$ cat config.mk
export PLATFORM = sky130hd
export DESIGN_NAME = can_btl_flat
export DESIGN_NICKNAME = d
export VERILOG_FILES = /design/src/rtl/can_pkg.sv /design/src/rtl/can_btl_if.sv /design/src/rtl/can_tq_prescaler.sv /design/src/rtl/can_btl.sv /design/src/flat_wrapper.sv
export SDC_FILE = /design/constraint.sdc
export NUM_CORES = 1
export LEC_CHECK = 0
export CAP_MARGIN = 20
export CELL_PAD_IN_SITES_DETAIL_PLACEMENT = 0
export CELL_PAD_IN_SITES_GLOBAL_PLACEMENT = 1
export CORE_MARGIN = 2
export CORE_UTILIZATION = 43
export CTS_CLUSTER_DIAMETER = 40
export DETAILED_ROUTE_END_ITERATION = 12
export GPL_TIMING_DRIVEN = 0
export HOLD_SLACK_MARGIN = 0.05
export MAX_ROUTING_LAYER = met4
export PLACE_DENSITY = 0.84
export SLEW_MARGIN = 15
export SYNTH_ARGS = -nofsm -noshare
export SYNTH_HDL_FRONTEND = slang
export SYNTH_SLANG_ARGS = --single-unit
$ cat constraint.sdc
create_clock -name clk -period 6.7 [get_ports clk]
set_input_delay 1.005 -clock clk [delete_from_list [all_inputs] [get_ports clk]]
set_output_delay 1.005 -clock clk [all_outputs]
set_load 0.1 [all_outputs]
$ cat src/rtl/can_pkg.sv
// can_pkg: shared types and constants for the CAN bit timing logic.
package can_pkg;
  typedef enum logic [1:0] {BTL_SYNC, BTL_SEG1, BTL_SEG2} btl_state_t;
  localparam int SJW_MAX = 4;
  localparam int TQ_W = 5;
  typedef logic [TQ_W-1:0] tq_t;
endpackage

$ cat src/rtl/can_btl_if.sv
// can_btl_if: configuration, RX pin and timing strobes between bit timing and bit stream logic.
interface can_btl_if #(
  parameter int BRP_W  = 6,
  parameter int SEG1_W = 4,
  parameter int SEG2_W = 3
);
  logic [BRP_W-1:0]  brp;
  logic [SEG1_W-1:0] tseg1;
  logic [SEG2_W-1:0] tseg2;
  logic [1:0]        sjw;
  logic              rx_in;
  logic              hard_sync_en;
  logic              resync_en;
  logic              sample_point;
  logic              tx_point;
  logic              rx_sampled;
  logic              hard_synced;
  modport master (
    output brp, tseg1, tseg2, sjw, rx_in, hard_sync_en, resync_en,
    input  sample_point, tx_point, rx_sampled, hard_synced
  );
  modport slave (
    input  brp, tseg1, tseg2, sjw, rx_in, hard_sync_en, resync_en,
    output sample_point, tx_point, rx_sampled, hard_synced
  );
endinterface

$ cat src/rtl/can_tq_prescaler.sv
// can_tq_prescaler: divides clk into time quanta; restart makes the current clk the first of a tq.
module can_tq_prescaler #(
  parameter int BRP_W = 6
) (
  input  logic             clk,
  input  logic             rst_n,
  input  logic [BRP_W-1:0] i_brp,
  input  logic             i_restart,
  output logic             o_tq_end,
  output logic             o_cnt_zero
);
  logic [BRP_W-1:0] r_cnt, w_cnt;
  always_comb begin
    w_cnt      = i_restart ? '0 : r_cnt;
    o_tq_end   = w_cnt == i_brp;
    o_cnt_zero = r_cnt == '0;
  end
  always_ff @(posedge clk) begin
    if (!rst_n) r_cnt <= '0;
    else        r_cnt <= o_tq_end ? '0 : w_cnt + BRP_W'(1);
  end
endmodule

$ cat src/rtl/can_btl.sv
// can_btl: CAN bit timing FSM with hard sync and SJW-limited resync.
module can_btl
  import can_pkg::*;
#(
  parameter int BRP_W = 6
) (
  input  logic     clk,
  input  logic     rst_n,
  can_btl_if.slave bus
);
  btl_state_t r_state, w_state, w_state_n;
  tq_t  r_tq, r_ext, r_cut, w_tq_n, w_ext_n, w_cut_n, w_sjw1, w_rem, w_k1;
  logic r_early, r_flag, r_rx_prev, r_rx_sampled;
  logic w_tq_end, w_cnt_zero, w_edge, w_hard, w_bit_start, w_resync;
  logic w_early_n, w_seg1_last, w_seg2_last, w_sample;

  can_tq_prescaler #(.BRP_W(BRP_W)) u_pre (
    .clk       (clk),
    .rst_n     (rst_n),
    .i_brp     (bus.brp),
    .i_restart (w_hard),
    .o_tq_end  (w_tq_end),
    .o_cnt_zero(w_cnt_zero)
  );

  // A hard sync makes this clk the first clk of SYNC, so w_state replaces r_state downstream.
  always_comb begin
    w_edge      = r_rx_prev & ~bus.rx_in & r_rx_sampled;
    w_hard      = bus.hard_sync_en & w_edge;
    w_bit_start = r_state == BTL_SYNC && w_cnt_zero;
    w_resync    = bus.resync_en & ~bus.hard_sync_en & w_edge & ~(r_flag & ~w_bit_start);
    w_state     = w_hard ? BTL_SYNC : r_state;
    w_sjw1      = tq_t'(bus.sjw) + tq_t'(1);
    w_k1        = r_tq + tq_t'(1);
    w_rem       = tq_t'(bus.tseg2) + tq_t'(1) - r_tq;
    w_ext_n     = w_hard ? '0 : (w_resync && r_state == BTL_SEG1) ? (w_k1 < w_sjw1 ? w_k1 : w_sjw1) : r_ext;
    w_cut_n     = w_hard ? '0 : (w_resync && r_state == BTL_SEG2 && w_rem > w_sjw1) ? w_sjw1 : r_cut;
    w_early_n   = !w_hard && (r_early || (w_resync && r_state == BTL_SEG2 && w_rem <= w_sjw1));
    w_seg1_last = r_tq == tq_t'(bus.tseg1) + w_ext_n;
    w_seg2_last = w_early_n || r_tq == tq_t'(bus.tseg2) - w_cut_n;
    w_state_n   = !w_tq_end ? w_state :
                  w_state == BTL_SYNC ? BTL_SEG1 :
                  w_state == BTL_SEG1 ? (w_seg1_last ? BTL_SEG2 : BTL_SEG1) :
                  (w_seg2_last ? BTL_SYNC : BTL_SEG2);
    w_tq_n      = (w_hard || w_state_n != w_state) ? '0 : w_tq_end ? w_k1 : r_tq;
    w_sample    = rst_n && w_tq_end && w_state == BTL_SEG1 && w_seg1_last;
    bus.sample_point = w_sample;
    bus.tx_point     = rst_n && (w_hard || w_bit_start);
    bus.hard_synced  = rst_n && w_hard;
    bus.rx_sampled   = r_rx_sampled;
  end

  always_ff @(posedge clk) begin
    if (!rst_n) begin
      r_state      <= BTL_SYNC;
      r_tq         <= '0;
      r_ext        <= '0;
      r_cut        <= '0;
      r_early      <= 1'b0;
      r_flag       <= 1'b0;
      r_rx_prev    <= 1'b1;
      r_rx_sampled <= 1'b1;
    end else begin
      r_state   <= w_state_n;
      r_tq      <= w_tq_n;
      r_ext     <= w_state_n == BTL_SYNC ? '0 : w_ext_n;
      r_cut     <= w_state_n == BTL_SYNC ? '0 : w_cut_n;
      r_early   <= w_state_n != BTL_SYNC && w_early_n;
      r_flag    <= w_hard || w_resync || (r_flag && !w_bit_start);
      r_rx_prev <= bus.rx_in;
      if (w_sample) r_rx_sampled <= bus.rx_in;
    end
  end
endmodule

$ cat src/flat_wrapper.sv
// flat-port wrapper written by rule: the top's interface ports become plain ports
module can_btl_flat import can_pkg::*;
#(
  parameter int BRP_W = 6
)
  (clk, rst_n, bus_brp, bus_tseg1, bus_tseg2, bus_sjw, bus_rx_in, bus_hard_sync_en, bus_resync_en, bus_sample_point, bus_tx_point, bus_rx_sampled, bus_hard_synced);
  can_btl_if #(.BRP_W(BRP_W)) bus_i ();
  input  logic clk;
  input  logic rst_n;
  input wire logic [$bits(bus_i.brp)-1:0] bus_brp;
  input wire logic [$bits(bus_i.tseg1)-1:0] bus_tseg1;
  input wire logic [$bits(bus_i.tseg2)-1:0] bus_tseg2;
  input wire logic [$bits(bus_i.sjw)-1:0] bus_sjw;
  input wire logic [$bits(bus_i.rx_in)-1:0] bus_rx_in;
  input wire logic [$bits(bus_i.hard_sync_en)-1:0] bus_hard_sync_en;
  input wire logic [$bits(bus_i.resync_en)-1:0] bus_resync_en;
  output wire logic [$bits(bus_i.sample_point)-1:0] bus_sample_point;
  output wire logic [$bits(bus_i.tx_point)-1:0] bus_tx_point;
  output wire logic [$bits(bus_i.rx_sampled)-1:0] bus_rx_sampled;
  output wire logic [$bits(bus_i.hard_synced)-1:0] bus_hard_synced;
  assign bus_i.brp = bus_brp;
  assign bus_i.tseg1 = bus_tseg1;
  assign bus_i.tseg2 = bus_tseg2;
  assign bus_i.sjw = bus_sjw;
  assign bus_i.rx_in = bus_rx_in;
  assign bus_i.hard_sync_en = bus_hard_sync_en;
  assign bus_i.resync_en = bus_resync_en;
  assign bus_sample_point = bus_i.sample_point;
  assign bus_tx_point = bus_i.tx_point;
  assign bus_rx_sampled = bus_i.rx_sampled;
  assign bus_hard_synced = bus_i.hard_synced;
  can_btl #(.BRP_W(BRP_W)) u_core (.clk(clk), .rst_n(rst_n), .bus(bus_i));
endmodule
==> run summary, run 1 <==
The area of combinational cells with multiple inputs is 1600 um^2. The tools report the data arrival at the endpoint of the critical path as 6.46 ns. The clock net in this run drives a total of 27 sinks. For this design the static power due to leakage is 1.05 nW.

Area enclosed by the die boundary: 5830 um^2. Summed instance area of the synthesized netlist: 2250 um^2. The tools report the launch point of the worst path as bus_tseg2[0]. The final-layout setup total negative slack was 0 ns; the power density over the cells was 132 nW/um^2. The tools report the worst min-delay path startpoint as u_core.r_flag.

The final standard cell utilization of the core is 51.6%, and the clock transition at the registers of the reported paths is 0.10 ns. The run gives 26 as the number of cell rows. The worst slew margin relative to its limit was 35.2%. 24 I/O pins were placed. For this design the total switching power over the nets is 0.103 mW. The number of failing hold endpoints at the final stage is 0. The most numerous cell type found on the critical path is ha_1.

The residual antenna-violating net count after detailed routing is 0. In this run the critical register-to-register path is launched from u_core.r_tq[1]. For this block, the initial DRC count from the detailed router was 104. The flow ran to the end, and the final reports show no timing, DRC or antenna violations. The tools report the endpoint kind of the worst setup timing path as a flop.

For this run, the number of Yosys warnings is 0. The HPWL after detailed placement is 4.16 mm. Walking the worst path, the cells encountered are clkdlybuf4s50_1 -> ha_1 -> fa_1 -> xor2_1 -> ha_1 -> and3_1 -> a211oi_1 -> nor3_1 -> a21boi_2 -> mux2_2 -> nand2_1 -> ha_1 -> and3b_1 -> or3_1 -> a211oi_1 -> nor4_1 -> o32a_1 -> a211oi_2 -> buf_4 -> and3b_1. Averaged over all synthesized cells, the footprint is 8.16 um^2. Setup violations remaining at the end of the flow were counted as 0.

The routed wire length per instance is 14.3 um, and the final critical-path setup slack is 0.418 ns. STA classifies the critical path startpoint as an input pin. TritonCTS built the clock tree.

At the end of routability-driven placement, the weighted congestion stood at 0.797. The max-slew violation count is 0. By startpoint and endpoint, the worst setup path is classified as in2reg. In the synthesized netlist the async set-or-reset flop fraction comes to 0%.

The cell at the root of the clock tree is clkbuf_8. In this run the cell area measured after placement is 2570 um^2. Synthesized netlist cell count: 276. Counting flops with a built-in enable in the synthesized netlist gives 0.

The maximum number of pins on one net before global-route repair is 15. Data on the critical path is required at its endpoint by 6.88 ns. Summing all flip-flop and latch instances after layout gives 541 um^2.

Sorting the synthesized cells by area gives the leading types as dfxtp_1, ha_1, xnor2_1. The tools report the remaining global-route overflow as 0. Sequential elements use 24.0% of the synthesized area. Counting I/O delays and the setup requirement, the final critical path takes 6.28 ns. The logs give 44.4% for the starting density of the core and 0.242 mW for the internal power component. Global routing used 19.4% of the available tracks across all layers. The net count of the finished layout is 347. Measured along the x axis, the die boundary spans 76.4 um.

The share of total power dissipated in the clock network is 28.1%. The distinct cell type count after synthesis is 52. Total of fill cells in the finished design: 512. The largest single stage delay on the critical path is 0.47 ns. In the final layout, the share of cells above drive strength 1 is 5.94%.

The number of nets in the synthesized netlist is 319. The height of the chip is 76.4 um, and the number of inserted diodes is 0. In this run the deepest clock path goes through 2 buffers. After synthesis the netlist holds a flip-flop and latch count of 27. The first global-routing pass estimated 9.11 mm of wire. On the critical path, the stage with the largest delay is an instance of clkdlybuf4s50_1. Of the available clock period, the critical path in the final layout requires 93.8%. The worst-path maximum fanout came out at 10.

The tools report the overall routed net length as 5.33 mm. Setup repair after global routing left no endpoint under its margin. The floorplan core area was 5070 um^2. After detailed routing, the number of remaining DRC violations is 0. The switching fraction of total power was 29.9%. The slew of the pin with the lowest slew margin was 0.969 ns; the post-layout instance area was 2620 um^2. Worst min-delay path category: reg2reg. The area share of the largest cell type after synthesis was 24.0%; the initial antenna violation count was 0.

For the via count of the first global-routing pass, the log shows 1883. Port buffering added 23 buffers. The worst-case IR drop observed on VDD is 94.8 uV. After detailed routing, the number of vias per cell comes to 5.44. The minimum setup slack after placement came out at -0.397 ns. The commonest register cell after synthesis was dfxtp_1.

Per report_power, the sequential group accounts for 47.9% of the total. The number of H-tree levels is 1, and the layout overhead on the synthesized area is 16.2%. The clock reaches the later pin of the worst-skew pair after 0.27 ns. Power comes to 0.345 mW. Clock skew on the completed layout was measured at 0.00426 ns. Number of maximum-capacitance violations: 0. dfxtp_1 takes more of the synthesized area than any other cell. The routed layout has 2030 vias. Combinational cells account for 24.0% of the total power. Timing would allow up to 159 MHz. The number of buffers inserted during clock tree synthesis was 3; the count of TritonRoute iterations in the first routing pass was 4.
## through the flow
step | std cells | hold slack [ns]
floorplan | 276 | 0.464
global placement | 369 | 0.479
detailed placement | 369 | 0.483
CTS | 373 | 0.501
global route | 373 | 0.540
finish | 373 | 0.502
## per-layer routing
metal	track usage [%]	vias up	routed length [um]
met2	31.2	27	2420
met3	2.49	2	152
li1	-	1058	-
met1	27.1	943	2730
met4	2.18	0	23
met5	-	-	0
## power groups by stage
stage / combinational (mW) / sequential (mW) / clock, mW
6_report: 0.0828 / 0.165 / 0.0970
5_1_grt: 0.0923 / 0.166 / 0.104
4_1_cts: 0.0831 / 0.165 / 0.0973
3_5_place_dp: 0.0825 / 0.169 / 0
3_3_place_gp: 0.0820 / 0.169 / 0
2_1_floorplan: 0.0550 / 0.168 / 0
## worst max-delay path, delay by kind of cell
kind | cells | cell delay, ns
mux | 1 | 0.39
simple gates | 7 | 1.31
fa+ha+maj | 4 | 1.35
buf+inv | 2 | 0.70
xor+xnor | 1 | 0.18
compound gates | 5 | 1.53
## path summary, 6_finish.rpt
check | end | cells past startpoint | slack, ns
min | u_core.r_flag | 2 | 0.50
max reg2reg | u_core.r_ext[0] | 19 | 1.31
min reg2reg | u_core.r_flag | 2 | 0.50
max | u_core.r_ext[0] | 20 | 0.42
## sequential cells by signal, indices dropped and copies added (netlist names)
name	cells
u_core.u_pre.r_cnt	6
u_core.r_cut	5
u_core.r_ext	5
u_core.r_tq	5
u_core.r_state	2
u_core.bus.rx_sampled	1
u_core.r_early	1
u_core.r_flag	1
u_core.r_rx_prev	1
## placed cells by master (no fill, tap or decap), types with 7 or more instances in the layout
cell,instances
dfxtp_1,27
clkdlybuf4s50_1,22
ha_1,20
nor2_1,19
inv_1,18
a21oi_1,17
xnor2_1,17
nand3_1,15
nor3_1,13
nand2_1,13
and3_1,11
or3_1,7
o21ai_0,7
## synth_stat cells, types with 4 or more instances
library cell / instances
xor2_1: 5
a31oi_1: 4
xnor2_1: 17
buf_2: 4
nor3_1: 14
nand2_1: 13
clkbuf_1: 5
ha_1: 20
nor3b_1: 6
mux2i_1: 6
a21oi_1: 17
and3_1: 11
nor4_1: 4
nor2_1: 19
nand3_1: 15
o21ai_0: 7
inv_1: 18
or3_1: 7
dfxtp_1: 27
and3b_1: 6
## final cells by class
| type | instances | area share, % |
|---|---|---|
| clock buffers | 4 | 1.72 |
| plain buffers | 10 | 1.77 |
| inverters | 18 | 2.58 |
| flip-flops and latches | 27 | 20.7 |
| repair buffers | 23 | 8.70 |
| well taps | 70 | 3.35 |
| multi-input cells | 221 | 61.2 |
## logic make-up (layout without fill, tap and decap cells)
| group | count (synthesis) | count (layout) | share of synthesized area (%) |
|---|---|---|---|
| AOI/OAI and AO/OA | 51 | 51 | 14.6 |
| xor gates and xnor gates | 23 | 23 | 9.56 |
| adders and majority gates | 23 | 23 | 13.8 |
| buffers and inverters | 28 | 55 | 5.06 |
| DFF | 27 | 27 | 24.0 |
| muxes | 9 | 9 | 4.17 |
| and+or+nand+nor | 115 | 115 | 28.8 |
## timing repair
item                                    4_1_cts  5_1_grt
endpoints found under the setup margin        1        1
resized for setup                             3        4
pin swaps                                     0        0
setup buffers                                 0        0
hold buffers                                  0        0
(Power assumes the default switching activity.)
==> run 2: changes to the inputs <==
- SLEW_MARGIN: 15 -> default
==> results of run 2 <==
Final layout, timing and power as in run 1 (identical DEF).
==> run 3: changes to the inputs <==
- GPL_TIMING_DRIVEN: 0 -> default
==> run 3 against run 2 <==
Wire length rose by 1.9%. Fmax fell by 0.11%. Largest cell class unchanged. First-iteration DRC count rose by 1.9%. Global-route usage rose by 0.50 points. Combinational power fell by 0.8%. Worst hold slack improved by 0.0015 ns. Die area did not move. Sequential cell count did not move. Setup slack got worse by 0.0067 ns.
==> run summary, run 3 (synthesized netlist as in run 1, its figures left out) <==
The run finished with clean final reports. The residual antenna-violating net count after detailed routing came out at 0 (unchanged). The path depth of the worst reg2reg path came out at 20 (+1).

Starting density of the core: 44.4% (unchanged). The die extent in x was 76.4 um (unchanged); the post-CTS resize count was 0 (-3). The logs give 28.6% (-6.6 points) for the worst slew margin relative to its limit and 5.42 mm (+1.9%) for the overall routed net length. The number of H-tree levels is 1 (unchanged), and the clock latency at the later pin of the worst-skew pair is 0.27 ns (about the same).

The clock tree skew after final layout is 0.00411 ns (-0.000146 ns). The worst setup path is of the in2out kind. The data arrival at the endpoint of the critical path is 5.28 ns (-1.18 ns), and the overall via count from detail_route is 2062 (+1.6%).

Total routing usage reported by global routing: 19.9% (+0.50 points). The number of maximum-capacitance violations is 0 (unchanged), and the number of port buffers is 23 (unchanged). The via count of the first global-routing pass was 1938 (+2.9%); the worst-path maximum fanout was 4 (-6). The worst register-to-register path begins at u_core.r_tq[0]. The per-cell via count in the routed design is 5.65 (+3.8%). The run gives 0 (unchanged) as the number of post-CTS setup repair buffers.

Traced cell by cell, the critical path runs through clkdlybuf4s50_1 -> ha_1 -> inv_1 -> ha_1 -> a21boi_0 -> o21ai_0 -> and3b_1 -> mux2_2 -> o21ai_0 -> ha_1 -> fa_1 -> xnor2_1 -> nand3_1 -> nor3_1 -> nand4_1 -> nor3_2 -> buf_12. The logs give 0 (unchanged) for the initial antenna violation count and 339 (-2.3%) for the final net count. The worst setup path is launched from an input pin.

The delay of the slowest critical-path stage is 0.49 ns (+0.02 ns), and the power density over the cells is 131 nW/um^2 (-0.89%). The tools report the half-perimeter wire length of the detailed placement result as 4.35 mm (+4.6%). For hold timing, the worst endpoint is u_core.r_flag. The count of unresolved DRC violations after routing was 0 (unchanged). The top cell types in the final layout, fill and taps aside, are dfxtp_1, clkdlybuf4s50_1, ha_1, nor2_1, inv_1. The number of inserted diodes came out at 0 (unchanged). The number of failing hold endpoints at the final stage was 0 (unchanged); the setup slack of the most critical reg-to-reg path was 1.26 ns (-0.05 ns). The number of sinks handled by clock tree synthesis was 27 (unchanged). The area enclosed by the die boundary is 5830 um^2 (unchanged), and the post-route clock period utilization is 93.9% (+0.10 points). The boundary pin count is 24 (unchanged). By instance count, the cell type seen most on the critical path is ha_1.

The count of TritonRoute iterations in the first routing pass came out at 4 (unchanged). The largest delay contributor family on the critical path was adder cells. Placer congestion estimate: 0.917 (+15%).

TritonCTS built the clock tree. The worst path required time came out at 5.69 ns (-1.19 ns). The tree is rooted in a clkbuf_8.

The slowest stage of the critical path belongs to the cell clkdlybuf4s50_1. The leakage component of the power is 1.03 nW (-1.7%). From synthesis to final layout, the design area changed by 15.4%. The logs give 0 (unchanged) for the number of buffers added to fix hold violations after cts and 0 ns (unchanged) for the final-layout setup total negative slack.

The run gives 5070 um^2 (unchanged) as the floorplan core area. Worst min-delay path startpoint: u_core.r_flag. The top register by number of flip-flops is u_core.u_pre.r_cnt.

The tools report the terminus of the critical flop-to-flop path as u_core.r_ext[1]. The slew of the pin with the lowest slew margin was 1.06 ns (+0.0940 ns); the maximum frequency from static timing analysis was 159 MHz (-0.11%). The number of buffers inserted during clock tree synthesis was 3 (unchanged); the first-pass GRT wire length was 9.29 mm (+2.0%). The remaining global-route overflow was 0 (unchanged); the max-slew violation count was 0 (unchanged). Setup repair after global routing left no endpoint under its margin. STA classifies the critical path endpoint as an output port.

Clock period minus worst slack: 6.29 ns (+0.00672 ns). The routed wire length per instance came out at 14.9 um (+4.1%). The number of failing setup endpoints in the final timing report was 0 (unchanged). The clock transition at the registers of the reported paths came out at 0.09 ns (about the same). The run gives 25 (+10) as the maximum number of pins on one net before global-route repair. For the maximum buffer depth of the clock tree, the log shows 2 (unchanged).

The final hold slack was 0.504 ns (+0.00153 ns). The library cell used most frequently in the layout, excluding fill and tap cells, is dfxtp_1. The number of cells on the worst hold path was 2 (unchanged); the number of cell rows was 26 (unchanged). Total buffers and inverters traversed by the critical path: 3 (+1). For the worst-case vdd ir drop, the log shows 113 uV (+19%). The share of layout cells above drive strength 1 works out to 5.08% (-0.86 points). Worst min-delay path category: reg2reg. The height of the chip is 76.4 um (unchanged), and the flip-flop count of the largest register, all copies and words added is 6 (unchanged).

The initial detailed-routing violation count came out at 106 (+1.9%).
run 3: where the power goes:
part	switching (mW)	internal (mW)	leakage, nW
registers	0.00238	0.163	0.219
logic	0.0459	0.0362	0.789
clock network	0.0497	0.0426	0.0228
run 3: layout make-up:
class,count,area (um^2)
inverters,18,67.6
well taps,70,87.6
fillers,501,2480
clock buffers,4,45.0
repair buffers,25,255
flip-flops and latches,27,541
multi-input cells,221,1600
run 3: stage by stage:
step / instance area, um^2 / utilization (%) / cells / power (mW) / setup slack [ns]
final: 2600 / 51.2 / 365 / 0.340 / 0.412
after floorplan: 2260 / - / 276 / 0.223 / 0.654
after global routing: 2600 / 51.2 / 365 / 0.357 / 0.0281
after global placement: 2550 / 50.3 / 361 / 0.250 / 0.355
after detailed placement: 2550 / 50.3 / 361 / 0.251 / 0.210
after CTS: 2600 / 51.2 / 365 / 0.341 / 0.436
run 3: routing by layer:
metal  wire length [um]  track usage (%)
met1               2740             27.3
met2               2510             32.5
met3                159             2.84
met4                 17             2.18
met5                  0                -
run 3: how the worst max path moves through the flow:
stage,startpoint,end,slack [ns],cells past startpoint
finish,bus_sjw[0],bus_sample_point,0.41,17
global route,bus_sjw[0],bus_sample_point,0.03,17
CTS,bus_sjw[0],bus_sample_point,0.44,17
detailed placement,bus_tseg2[0],u_core.r_ext[1],0.21,20
global placement,bus_tseg2[1],u_core.r_ext[1],0.35,20
floorplan,bus_sjw[0],bus_sample_point,0.65,15
run 3: worst register-to-register path, stage by stage, from the launching register on:
cell	delay (ns)
dfxtp_1	0.56
ha_1	0.24
inv_1	0.05
fa_1	0.39
xor2_1	0.18
ha_1	0.29
and3_1	0.17
a211oi_1	0.17
nor3_1	0.11
a21boi_2	0.34
mux2_2	0.38
nand2_1	0.09
ha_1	0.27
and3b_1	0.20
or3_1	0.41
a211oi_1	0.25
nor4_1	0.09
o32a_1	0.37
a211oi_2	0.31
buf_4	0.22
and4bb_2	0.24
